`config.mk`:
```
export PLATFORM = sky130hd
export DESIGN_NAME = arm_mul_unit
export DESIGN_NICKNAME = d
export VERILOG_FILES = /design/src/rtl/arm_mul_pkg.sv /design/src/rtl/arm_mul_step.sv /design/src/rtl/arm_mul_unit.sv
export SDC_FILE = /design/constraint.sdc
export NUM_CORES = 1
export LEC_CHECK = 0
export ABC_AREA = 0
export CAP_MARGIN = 30
export CELL_PAD_IN_SITES_DETAIL_PLACEMENT = 0
export CELL_PAD_IN_SITES_GLOBAL_PLACEMENT = 1
export CORE_ASPECT_RATIO = 2
export CORE_MARGIN = 5
export CORE_UTILIZATION = 44
export CTS_CLUSTER_SIZE = 24
export DETAILED_ROUTE_END_ITERATION = 8
export GPL_ROUTABILITY_DRIVEN = 1
export PLACE_DENSITY = 0.9
export SETUP_SLACK_MARGIN = 0.4
export SLEW_MARGIN = 20
export SYNTH_ARGS = -nofsm -noshare
export SYNTH_HDL_FRONTEND = slang
export SYNTH_SLANG_ARGS = --single-unit
```
`constraint.sdc`:
```
create_clock -name clk -period 9.18 [get_ports clk]
set_input_delay 1.836 -clock clk [delete_from_list [all_inputs] [get_ports clk]]
set_output_delay 1.836 -clock clk [all_outputs]
set_load 0.005 [all_outputs]
```
`src/rtl/arm_mul_pkg.sv`:
```
// Shared encodings, FSM states and cycle-count helper for the iterative multiplier.
package arm_mul_pkg;

  localparam logic [1:0] MUL_OP   = 2'b00;
  localparam logic [1:0] MLA_OP   = 2'b01;
  localparam logic [1:0] UMULL_OP = 2'b10;
  localparam logic [1:0] SMULL_OP = 2'b11;

  typedef enum logic [1:0] {
    IDLE = 2'b00,
    RUN  = 2'b01,
    FIX  = 2'b10,
    DONE = 2'b11
  } mul_state_t;

  function automatic int calc_n(input int width, input int bpc);
    return width / bpc;
  endfunction

endpackage

```
`src/rtl/arm_mul_step.sv`:
```
// One shift-add iteration: folds i_a * i_bits into the upper half of the
// accumulator, then shifts the whole accumulator right by BPC.
module arm_mul_step #(
  parameter int WIDTH = 32,
  parameter int BPC   = 1
) (
  input  logic [2*WIDTH-1:0] i_acc,
  input  logic [WIDTH-1:0]   i_a,
  input  logic [BPC-1:0]     i_bits,
  output logic [2*WIDTH-1:0] o_acc
);

  logic [WIDTH+BPC-1:0] w_pp;
  logic [WIDTH+BPC-1:0] w_sum;
  logic                 w_unused_lo;

  assign w_pp  = {{BPC{1'b0}}, i_a} * {{WIDTH{1'b0}}, i_bits};
  assign w_sum = {{BPC{1'b0}}, i_acc[2*WIDTH-1:WIDTH]} + w_pp;

  // The low BPC bits fall off the bottom; after N steps the low half holds
  // exactly the retired product bits.
  assign w_unused_lo = ^i_acc[BPC-1:0];

  generate
    if (BPC < WIDTH) begin : g_shift
      assign o_acc = {w_sum, i_acc[WIDTH-1:BPC]};
    end else begin : g_full
      assign o_acc = w_sum;
    end
  endgenerate

endmodule

```
`src/rtl/arm_mul_unit.sv`:
```
// Iterative MUL/MLA/UMULL/SMULL unit for Execute; stalls the pipe via BusyE
// and pulses DoneM for one cycle when the registered result is ready.
module arm_mul_unit
  import arm_mul_pkg::*;
#(
  parameter int WIDTH = 32,
  parameter int BPC   = 1
) (
  input  logic             clk,
  input  logic             reset,
  input  logic             StartE,
  input  logic [1:0]       MulOpE,
  input  logic [WIDTH-1:0] SrcAE,
  input  logic [WIDTH-1:0] SrcBE,
  input  logic [WIDTH-1:0] AccE,
  input  logic             FlushE,
  output logic             BusyE,
  output logic             DoneM,
  output logic [WIDTH-1:0] ResultLo,
  output logic [WIDTH-1:0] ResultHi,
  output logic [1:0]       MulFlags
);

  localparam int N  = calc_n(WIDTH, BPC);
  localparam int CW = (N > 1) ? $clog2(N) : 1;

  mul_state_t         r_state;
  logic [1:0]         r_op;
  logic [WIDTH-1:0]   r_a, r_b, r_accv;
  logic               r_neg;
  logic [2*WIDTH-1:0] r_acc;
  logic [CW-1:0]      r_cnt;

  logic               w_start, w_accept, w_smull, w_long;
  logic [WIDTH-1:0]   w_abs_a, w_abs_b, w_mla, w_lo, w_hi;
  logic [2*WIDTH-1:0] w_step, w_prod;
  logic               w_n, w_z;

  assign w_start  = StartE & ~FlushE;
  assign w_accept = w_start & ((r_state == IDLE) | (r_state == DONE));
  assign BusyE    = (r_state == RUN) | (r_state == FIX) | w_accept;
  assign DoneM    = (r_state == DONE);

  // SMULL runs the unsigned datapath on magnitudes and fixes the sign in FIX.
  assign w_smull = (MulOpE == SMULL_OP);
  assign w_abs_a = (w_smull & SrcAE[WIDTH-1]) ? (~SrcAE + WIDTH'(1)) : SrcAE;
  assign w_abs_b = (w_smull & SrcBE[WIDTH-1]) ? (~SrcBE + WIDTH'(1)) : SrcBE;

  arm_mul_step #(.WIDTH(WIDTH), .BPC(BPC)) u_step (
    .i_acc  (r_acc),
    .i_a    (r_a),
    .i_bits (r_b[BPC-1:0]),
    .o_acc  (w_step)
  );

  assign w_prod = r_neg ? (~r_acc + (2*WIDTH)'(1)) : r_acc;
  assign w_mla  = r_acc[WIDTH-1:0] + r_accv;
  assign w_long = (r_op == UMULL_OP) | (r_op == SMULL_OP);

  always_comb begin
    w_lo = r_acc[WIDTH-1:0];
    w_hi = '0;
    case (r_op)
      MLA_OP:             w_lo = w_mla;
      UMULL_OP, SMULL_OP: {w_hi, w_lo} = w_prod;
      default:            w_lo = r_acc[WIDTH-1:0];
    endcase
    w_n = w_long ? w_hi[WIDTH-1] : w_lo[WIDTH-1];
    w_z = w_long ? (w_prod == '0) : (w_lo == '0);
  end

  always_ff @(posedge clk or posedge reset) begin
    if (reset) begin
      r_state  <= IDLE;
      r_op     <= MUL_OP;
      r_a      <= '0;
      r_b      <= '0;
      r_accv   <= '0;
      r_neg    <= 1'b0;
      r_acc    <= '0;
      r_cnt    <= '0;
      ResultLo <= '0;
      ResultHi <= '0;
      MulFlags <= '0;
    end else begin
      case (r_state)
        IDLE, DONE: begin
          if (w_start) begin
            r_state <= RUN;
            r_op    <= MulOpE;
            r_a     <= w_abs_a;
            r_b     <= w_abs_b;
            r_accv  <= AccE;
            r_neg   <= w_smull & (SrcAE[WIDTH-1] ^ SrcBE[WIDTH-1]);
            r_acc   <= '0;
            r_cnt   <= '0;
          end else begin
            r_state <= IDLE;
          end
        end
        RUN: begin
          if (FlushE) begin
            r_state <= IDLE;
          end else begin
            r_acc <= w_step;
            r_b   <= r_b >> BPC;
            r_cnt <= r_cnt + CW'(1);
            if (r_cnt == CW'(N - 1)) r_state <= FIX;
          end
        end
        FIX: begin
          if (FlushE) begin
            r_state <= IDLE;
          end else begin
            ResultLo <= w_lo;
            ResultHi <= w_hi;
            MulFlags <= {w_n, w_z};
            r_state  <= DONE;
          end
        end
        default: r_state <= IDLE;
      endcase
    end
  end

endmodule

```
==> flow_metrics.py, run 1 <==
metrics = {
    "run_status": {
        "outcome": "finished clean",
    },
    "synth": {
        "syn-cell-area_um2": 16800,
        "ys_async_sr_fraction_pct": 100,
        "synth_seq_area_share_pct": 35.1,
        "synth_seq_cells": 236,
        "yosys_warnings": 0,
        "synth_cell_types": 86,
        "synth_nets": 2209,
        "synth_cells": 2034,
        "avgSynthCellArea_um2": 8.27,
        "synth_edf_count": 0,
        "synthFlopType": "dfrtp_1",
    },
    "hold_path": {
        "whs_path_depth": 2,
        "hold_path_class": "reg -> reg",
    },
    "clocking": {
        "htree_levels": 1,
        "cts_tree": "built",
        "clock_latency_ns": 0.54,
        "post-cts-setup-buffer-count": 0,
        "root_buffer": "clkbuf_16",
        "clk_path_buf_depth": 3,
        "cts_buffers": 24,
        "clkSlewWorstSetupHoldPaths_ns": 0.06,
        "cts_repair_resize_count": 0,
        "hold_buffers": 0,
        "cts_sinks": 236,
    },
    "sta": {
        "final.min_clock_period_ns": 5.12,
        "finClkSkew_ns": 0.0228,
        "final_max_slew_viol_count": 0,
        "setup_violations": 0,
        "timing.final.crit_share_pct": 55.8,
        "timing.fmax_mhz": 195,
        "hold_viol": 0,
        "setup_tns_ns": 0,
        "tightestPinTransition_ns": 1.01,
        "slew_headroom_pct": 32.2,
        "rsz0062_at_grt": "no",
    },
    "floorplanning": {
        "die_h_um": 286,
        "io_pins": 170,
        "rows": 101,
        "fp.dieW_um": 148,
        "die_area_um2": 42500,
        "core_area_um2": 37900,
        "initial_core_util_pct": 44.4,
    },
    "setup_path": {
        "critPathKind": "in -> out",
        "slowest_stage": "clkdlybuf4s50_1",
        "start_kind": "primary input",
        "cp_data_arrival_time_ns": 3.28,
        "ff2ff_path_depth": 12,
        "end_kind": "output pin",
        "worstPathRequired_ns": 7.34,
        "worstPathCellList": "clkdlybuf4s50_1 > or2_4 > nand2_1 > clkdlybuf4s50_1",
        "cp_common_cell": "clkdlybuf4s50_1",
        "cp_max_fo": 8,
        "slowest_delay_ns": 0.57,
    },
    "finish": {
        "fillerInstances": 3587,
        "diodes": 0,
        "nNetsFinal": 2298,
        "stdcell_area_um2": 19600,
        "final_util_pct": 51.8,
        "drive_gt1_share_pct": 6.88,
        "area_delta_synth_final_pct": 16.8,
    },
    "drt": {
        "wl_per_cell_um": 20.3,
        "routed_wl_um": 52800,
        "firstDrtPassIters": 5,
        "drtIter0Drc": 965,
        "drc": 0,
        "vias_per_cell": 6.07,
        "antenna_left": 0,
        "via_count": 15800,
    },
    "global_routing": {
        "grt-ovfl-total": 0,
        "grt_pass1_wl_um": 84200,
        "first_global_vias": 16000,
        "antenna_found_initial": 0,
        "track_usage_pct": 24.5,
        "grt_max_degree": 104,
    },
    "power": {
        "powerDensity_nw_per_um2": 159,
        "p_total_mw": 3.12,
        "p_leak_nw": 8.60,
        "max-vdd-ir-drop_uv": 167,
    },
    "place": {
        "place_hpwl_um": 40200,
        "portBuffers": 169,
        "dpl_cell_area_um2": 18800,
        "place.gp.congestion": 0.942,
    },
    "job": {
        "maxCapViolations": 0,
    },
}
final timing paths:
kind,slack (ns),startpoint,end
worst max register to register,4.69,r_acc[1],MulFlags[0]
worst min register to register,0.47,r_a[13],r_a[13]
worst min-delay path,0.47,r_a[13],r_a[13]
worst max-delay path,4.06,FlushE,BusyE
max in group asynchronous,5.99,reset,ResultLo[7]
min in group asynchronous,1.82,reset,r_accv[3]
power breakdown:
group,internal (mW),switching (mW),total (mW)
logic,0.346,0.547,0.893
clock network,0.576,0.419,0.995
registers,1.14,0.0882,1.23
critical path, delay by kind of cell:
family,cells,cell delay [ns]
buffers and inverters,2,1.07
and+or+nand+nor,2,0.38
layout by cell type (no fill, tap or decap), types with 13 or more instances in the layout:
| cell type | n |
|---|---|
| nor2_1 | 122 |
| a211oi_1 | 24 |
| inv_1 | 42 |
| dfrtp_1 | 235 |
| o22ai_1 | 29 |
| and2_1 | 40 |
| nand4_1 | 26 |
| nand2b_1 | 13 |
| clkdlybuf4s50_1 | 169 |
| or3_1 | 27 |
| nand2_1 | 294 |
| a31oi_1 | 18 |
| nor4_1 | 24 |
| o21ai_0 | 216 |
| nor3_1 | 41 |
| nand3_1 | 73 |
| a21o_1 | 27 |
| and3_1 | 19 |
| clkbuf_16 | 25 |
| xnor2_1 | 60 |
| xor2_1 | 80 |
| ha_1 | 70 |
| o31ai_1 | 35 |
| or4_1 | 18 |
| mux2_2 | 42 |
| buf_4 | 20 |
| mux2i_1 | 15 |
| a21oi_1 | 128 |
routing by layer:
metal  wire length, µm  track usage (%)  part of all wire [%]  up-vias
met5                 0                0                     0        -
met4              3540             14.3                   6.7        0
met3              2360             2.72                   4.5      178
met2             28300             46.4                    53      531
met1             18700             25.5                    35     7518
li1                  -                -                     -     7565
Yosys cell counts, types with 35 or more instances:
cell        n  area, µm²
mux2_2     42        473
o31ai_1    35        263
clkbuf_1  111        417
and2_1     40        250
xnor2_1    60        526
dfrtp_1   236       5910
a21oi_1   129        646
nand2_1   294       1100
inv_1      43        161
nor2_1    122        458
xor2_1     80        701
o21ai_0   216       1080
nor3_1     41        205
ha_1       71        888
nand3_1    73        365
flip-flops by register name (all words and copies together) (netlist names):
signal and flops:
MulFlags 2, r_accv 32, r_cnt 5, r_neg 1
r_state 2, r_b 32, r_acc 64, r_op 2
r_a 32, ResultLo 32, ResultHi 32
final cells by class:
class / count / area [µm²] / area share, %
multi-input cells: 1622 / 10200 / 52.1
clock inverters: 6 / 57.6 / 0.293
well taps: 463 / 579 / 2.95
clock buffers: 34 / 729 / 3.71
repair buffers: 195 / 1960 / 9.96
flip-flops and latches: 236 / 5910 / 30.1
inverters: 44 / 173 / 0.879
per-stage QoR:
step	cells	hold slack (ns)	worst slack [ns]
after floorplan	2034	0.441	0.869
after global placement	2553	0.456	4.09
after detailed placement	2558	0.462	4.05
after CTS	2598	0.475	4.05
after global routing	2600	0.495	4.00
final	2600	0.469	4.06
cells by family (layout without fill, tap and decap cells):
| logic type | count (synthesis) | count (layout) | share of synthesized area (%) |
|---|---|---|---|
| buffers and inverters | 176 | 279 | 4.20 |
| xor gates and xnor gates | 140 | 140 | 7.29 |
| muxes | 58 | 58 | 3.77 |
| DFF | 236 | 236 | 35.1 |
| AOI/OAI and AO/OA | 601 | 601 | 22.5 |
| and+or+nand+nor | 750 | 750 | 21.6 |
| adders and majority gates | 73 | 73 | 5.52 |
Power figures use the tool's default switching activity.
==> run 2: changes to the inputs <==
clock period = 5.3 ns   (was 9.18 ns; I/O delays follow)
==> run 2 against run 1 <==
Global-route usage is 0.28 points higher; utilization is essentially flat; sequential cell count unchanged; routed wire length grew 1.8%; register-to-register slack lost 3.7 ns; sequential power grew 74%; worst hold slack got worse by 0.0018 ns; critical endpoint is now MulFlags[0]; largest power group unchanged; highest routed layer unchanged.
==> flow_metrics.py, run 2 (synthesis gave the netlist of run 1 again) <==
metrics = {
    "run_status": {
        "outcome": "finished clean",
    },
    "power": {
        "powerDensity_nw_per_um2": 273,
        "p_leak_nw": 8.61,
        "max-vdd-ir-drop_uv": 203,
    },
    "drt": {
        "vias_per_cell": 6.09,
        "routed_wl_um": 53800,
        "wl_per_cell_um": 20.6,
        "drc": 0,
        "antenna_left": 0,
        "via_count": 15900,
        "drtIter0Drc": 1402,
        "firstDrtPassIters": 7,
    },
    "floorplanning": {
        "initial_core_util_pct": 44.4,
        "die_area_um2": 42500,
        "io_pins": 170,
        "die_h_um": 286,
        "fp.dieW_um": 148,
        "core_area_um2": 37900,
        "rows": 101,
    },
    "clocking": {
        "hold_buffers": 0,
        "root_buffer": "clkbuf_16",
        "clk_path_buf_depth": 3,
        "clkSlewWorstSetupHoldPaths_ns": 0.07,
        "cts_buffers": 24,
        "htree_levels": 1,
        "cts_tree": "built",
        "post-cts-setup-buffer-count": 0,
        "clock_latency_ns": 0.56,
        "cts_repair_resize_count": 0,
        "cts_sinks": 236,
    },
    "finish": {
        "drive_gt1_share_pct": 7.13,
        "final_common_cell": "nand2_1",
        "mostFrequentLayoutCells": "nand2_1 (294), dfrtp_1 (235), o21ai_0 (216)",
        "seq_area_um2": 5910,
        "top_register": "r_acc",
        "stdcell_area_um2": 19600,
        "fin_cells": 2609,
        "nNetsFinal": 2306,
        "fillerInstances": 3631,
        "largest_register_ffs": 64,
        "multiInputGateArea_um2": 10200,
        "final_util_pct": 51.8,
        "area_delta_synth_final_pct": 16.7,
        "diodes": 0,
    },
    "hold_path": {
        "hold_path_class": "reg -> reg",
        "whs_path_depth": 2,
    },
    "global_routing": {
        "first_global_vias": 16000,
        "grt_pass1_wl_um": 85000,
        "grt-ovfl-total": 0,
        "antenna_found_initial": 0,
        "grt_max_degree": 119,
        "track_usage_pct": 24.7,
    },
    "place": {
        "dpl.cell_count": 2564,
        "place_ws_ns": 1.03,
        "place_hpwl_um": 40200,
        "portBuffers": 169,
        "dpl_cell_area_um2": 18800,
        "place.gp.congestion": 0.921,
    },
    "sta": {
        "slew_headroom_pct": 34.7,
        "final_max_slew_viol_count": 0,
        "setup_ws_ns": 1.03,
        "rsz0062_at_grt": "no",
        "setup_tns_ns": 0,
        "hold_viol": 0,
        "setup_violations": 0,
        "tightestPinTransition_ns": 0.966,
        "timing.final.crit_share_pct": 80.5,
        "final.min_clock_period_ns": 4.27,
        "finClkSkew_ns": 0.0275,
        "timing.fmax_mhz": 234,
    },
    "setup_path": {
        "cp_data_arrival_time_ns": 4.74,
        "cp_max_fo": 13,
        "start_kind": "flip-flop",
        "end_kind": "flip-flop",
        "worstPathRequired_ns": 5.78,
        "ff2ff_path_depth": 12,
        "critPathKind": "reg -> reg",
    },
    "job": {
        "maxCapViolations": 0,
    },
}
run 2: changes by cell type in the layout (fill, tap and decap cells not counted), moves of 3 or more:
cell | previous run | this run
clkinv_2 | 4 | 8
buf_4 | 20 | 29
clkbuf_8 | 7 | 2
clkbuf_1 | 2 | 5
run 2: worst max-delay path, cell delays in order (launching register included):
cell,delay [ns]
dfrtp_1,0.52
ha_1,0.40
o21ai_0,0.15
o21ai_0,0.58
nand4b_1,0.42
a2111oi_1,0.51
buf_4,0.22
o211ai_1,0.13
a21oi_1,0.32
a21oi_1,0.08
nor3_1,0.50
nand4_1,0.21
o21ai_2,0.15
run 2: worst paths after layout:
| path | from | end | slack [ns] |
|---|---|---|---|
| worst max-delay path | r_acc[3] | MulFlags[0] | 1.03 |
| worst min-delay path | r_a[15] | r_a[15] | 0.47 |
| worst max register to register | r_acc[3] | MulFlags[0] | 1.03 |
| worst min register to register | r_a[15] | r_a[15] | 0.47 |
| max in group asynchronous | reset | r_neg | 3.19 |
| min in group asynchronous | reset | ResultLo[27] | 0.89 |
run 2: area by class of cell:
class,count,area share (%)
Inverter,44,0.861
Sequential cell,236,30.1
Clock buffer,32,3.42
Multi-Input combinational cell,1622,52.1
Clock inverter,9,0.357
Tap cell,463,2.95
Timing Repair Buffer,203,10.2
run 2: report_power, final:
group | switching, mW | internal (mW)
Combinational | 0.925 | 0.604
Sequential | 0.167 | 1.98
Clock | 0.744 | 0.934
run 2: layer usage:
| layer | global-route usage, % | share of wire (%) |
|---|---|---|
| met5 | 0 | 0 |
| met4 | 16.2 | 7.4 |
| met3 | 2.53 | 4.5 |
| met2 | 45.9 | 53 |
| met1 | 26.1 | 35 |
run 2: through the flow:
step	power [mW]	hold slack, ns
after CTS	5.38	0.476
final	5.35	0.467
after global placement	3.65	0.455
after detailed placement	3.68	0.463
after global routing	5.62	0.491
after floorplan	3.18	0.441
==> run 3: changes to the inputs <==
CORE_UTILIZATION = 40   (was 44)
PLACE_DENSITY = 0.86   (was 0.9)
clock period = 3.6 ns   (was 5.3 ns; I/O delays follow)
==> run 3 against run 2 <==
Cell area rose by 16%; fmax rose by 21%; clock skew fell by 0.018 ns; count of clock-buffer cells in the layout fell by 5; register-to-register slack got worse by 0.97 ns; sequential power rose by 46%; cell count rose by 13%; utilization rose by 2.6 points; clock power rose by 70%; setup slack got worse by 0.97 ns; global-route usage rose by 0.11 points; combinational power rose by 93%.
==> flow_metrics.py, run 3 (synthesis gave the netlist of run 1 again) <==
metrics = {
    "setup_path": {
        "cp_common_cell": "nand4_1",
        "slowest_delay_ns": 0.57,
        "start_kind": "flip-flop",
        "end_kind": "flip-flop",
        "cp_max_fo": 8,
        "crit_family": "simple AND/OR/NAND/NOR gates",
        "worstPathCellList": "or4_1 > or2_0 > or4_4 > buf_4 > o41ai_4 > xor2_1 > nand4_1 > nor3_2 > nand4_1 > o31a_1 > o21ai_2",
        "cp.buffers_inverters": 1,
        "critPathKind": "reg -> reg",
        "slowest_stage": "or4_1",
        "cp_data_arrival_time_ns": 4.02,
        "worstPathRequired_ns": 4.08,
    },
    "finish": {
        "top_register": "r_acc",
        "drive_gt1_share_pct": 22.1,
        "diodes": 0,
        "area_delta_synth_final_pct": 35.1,
        "final_common_cell": "nand2_1",
        "final_util_pct": 54.4,
        "mostFrequentLayoutCells": "nand2_1 (291), buf_4 (270), dfrtp_1 (232)",
        "fillerInstances": 3904,
        "largest_register_ffs": 64,
        "nNetsFinal": 2566,
        "stdcell_area_um2": 22700,
    },
    "sta": {
        "timing.fmax_mhz": 283,
        "finClkSkew_ns": 0.00980,
        "timing.final.crit_share_pct": 98.2,
        "slew_headroom_pct": 46.0,
        "hold_viol": 0,
        "final.min_clock_period_ns": 3.54,
        "setup_violations": 0,
        "final_max_slew_viol_count": 0,
        "tightestPinTransition_ns": 0.810,
        "rsz0062_at_grt": "yes",
    },
    "floorplanning": {
        "initial_core_util_pct": 40.3,
        "rows": 106,
        "die_h_um": 300,
        "io_pins": 170,
        "core_area_um2": 41800,
        "fp.dieW_um": 155,
        "die_area_um2": 46500,
    },
    "drt": {
        "drc": 0,
        "routed_wl_um": 60200,
        "drtIter0Drc": 922,
        "via_count": 17100,
        "dr_wl_met3_um": 2650,
        "firstDrtPassIters": 6,
        "vias_per_cell": 5.81,
        "wl_per_cell_um": 20.4,
        "drt-met1-wl_um": 20200,
        "routed.top_layer": "met4",
        "wl_met2_um": 32400,
        "antenna_left": 0,
    },
    "power": {
        "power_switching_mw": 3.02,
        "swShare_pct": 33.8,
        "intPower_mw": 5.92,
        "power_frac_clock_pct": 31.9,
        "power.share.sequential_pct": 35.0,
        "powerDensity_nw_per_um2": 393,
        "max-vdd-ir-drop_uv": 264,
        "p_leak_nw": 10.0,
        "combPwrFrac_pct": 33.1,
    },
    "clocking": {
        "cts_sinks": 236,
        "htree_levels": 1,
        "clk_path_buf_depth": 3,
        "cts_tree": "built",
        "clock_latency_ns": 0.55,
        "root_buffer": "clkbuf_16",
        "cts_buffers": 25,
        "clkSlewWorstSetupHoldPaths_ns": 0.07,
    },
    "global_routing": {
        "antenna_found_initial": 0,
        "grt_pass1_wl_um": 93400,
        "grt_max_degree": 98,
        "grt-ovfl-total": 0,
        "first_global_vias": 17600,
        "track_usage_pct": 24.8,
    },
    "place": {
        "place.gp.congestion": 0.963,
        "place_hpwl_um": 45400,
        "dpl_cell_area_um2": 20600,
        "portBuffers": 169,
    },
    "job": {
        "maxCapViolations": 0,
    },
    "run_status": {
        "outcome": "finished clean",
    },
    "hold_path": {
        "hold_path_class": "reg -> reg",
    },
}
[run 3: cell types whose count changed in the layout (fill, tap and decap cells not counted), moves of 6 or more]
| cell | delta |
|---|---|
| a211oi_1 | -8 |
| buf_6 | +14 |
| o21ai_2 | +9 |
| ha_4 | +14 |
| o21ai_1 | +15 |
| a21oi_1 | -15 |
| a21oi_2 | +14 |
| nor3_1 | -6 |
| buf_4 | +241 |
| ha_1 | -18 |
| o21ai_0 | -24 |
[run 3: worst reg2reg max path: stages (launching register included)]
cell and delay [ns]:
dfrtp_1 0.38, or4_1 0.57, or2_0 0.24, or4_4 0.47, buf_4 0.21, o41ai_4 0.35
xor2_1 0.27, nand4_1 0.29, nor3_2 0.23, nand4_1 0.12, o31a_1 0.29, o21ai_2 0.06
[run 3: power groups by stage]
stage / registers (mW) / clock network (mW) / logic, mW
after floorplan: 3.08 / 0 / 1.60
after global placement: 3.15 / 0 / 2.62
after detailed placement: 3.16 / 0 / 2.67
after CTS: 3.12 / 2.92 / 2.80
after global routing: 3.16 / 3.02 / 3.20
final: 3.13 / 2.85 / 2.96
[run 3: metal layers]
layer,track usage [%],vias up
met1,24.7,8187
met4,17.0,0
met2,47.3,609
met3,2.55,237
li1,-,8099
met5,0,-
[run 3: what timing repair did]
item,CTS,global route
gates resized for setup,92,80
pin swaps,36,56
endpoints found under the setup margin,23,31
setup buffers,24,15
hold buffers,0,0
cloned,1,1
[run 3: path summary, 6_finish.rpt]
check / start / to / slack [ns] / cells after the start
max in group asynchronous: reset / r_cnt[1] / 2.08 / 3
worst max register to register: r_acc[39] / MulFlags[0] / 0.06 / 11
worst min register to register: r_a[9] / r_a[9] / 0.47 / 2
worst max-delay path: r_acc[39] / MulFlags[0] / 0.06 / 11
min in group asynchronous: reset / ResultLo[28] / 0.58 / 2
worst min-delay path: r_a[9] / r_a[9] / 0.47 / 2
[run 3: stage by stage]
step	TNS (ns)	hold WS, ns	setup WS (ns)	power [mW]	cells
global route	-0.0657	0.501	-0.0657	9.37	2948
detailed placement	-0.305	0.462	-0.157	5.83	2862
CTS	0	0.476	0.0337	8.84	2931
finish	0	0.475	0.0642	8.94	2948
global placement	-0.161	0.455	-0.111	5.77	2862
floorplan	-50.00	0.441	-0.212	4.68	2034
[run 3: cell type report]
| type | count | area [µm²] | share of cell area [%] |
|---|---|---|---|
| clock buffer | 27 | 653 | 2.88 |
| clock inverter | 17 | 234 | 1.03 |
| inverter | 44 | 171 | 0.755 |
| multi-input combinational | 1622 | 11000 | 48.4 |
| sequential | 236 | 5910 | 26.0 |
| tap | 540 | 676 | 2.97 |
| timing repair buffer | 462 | 4070 | 17.9 |
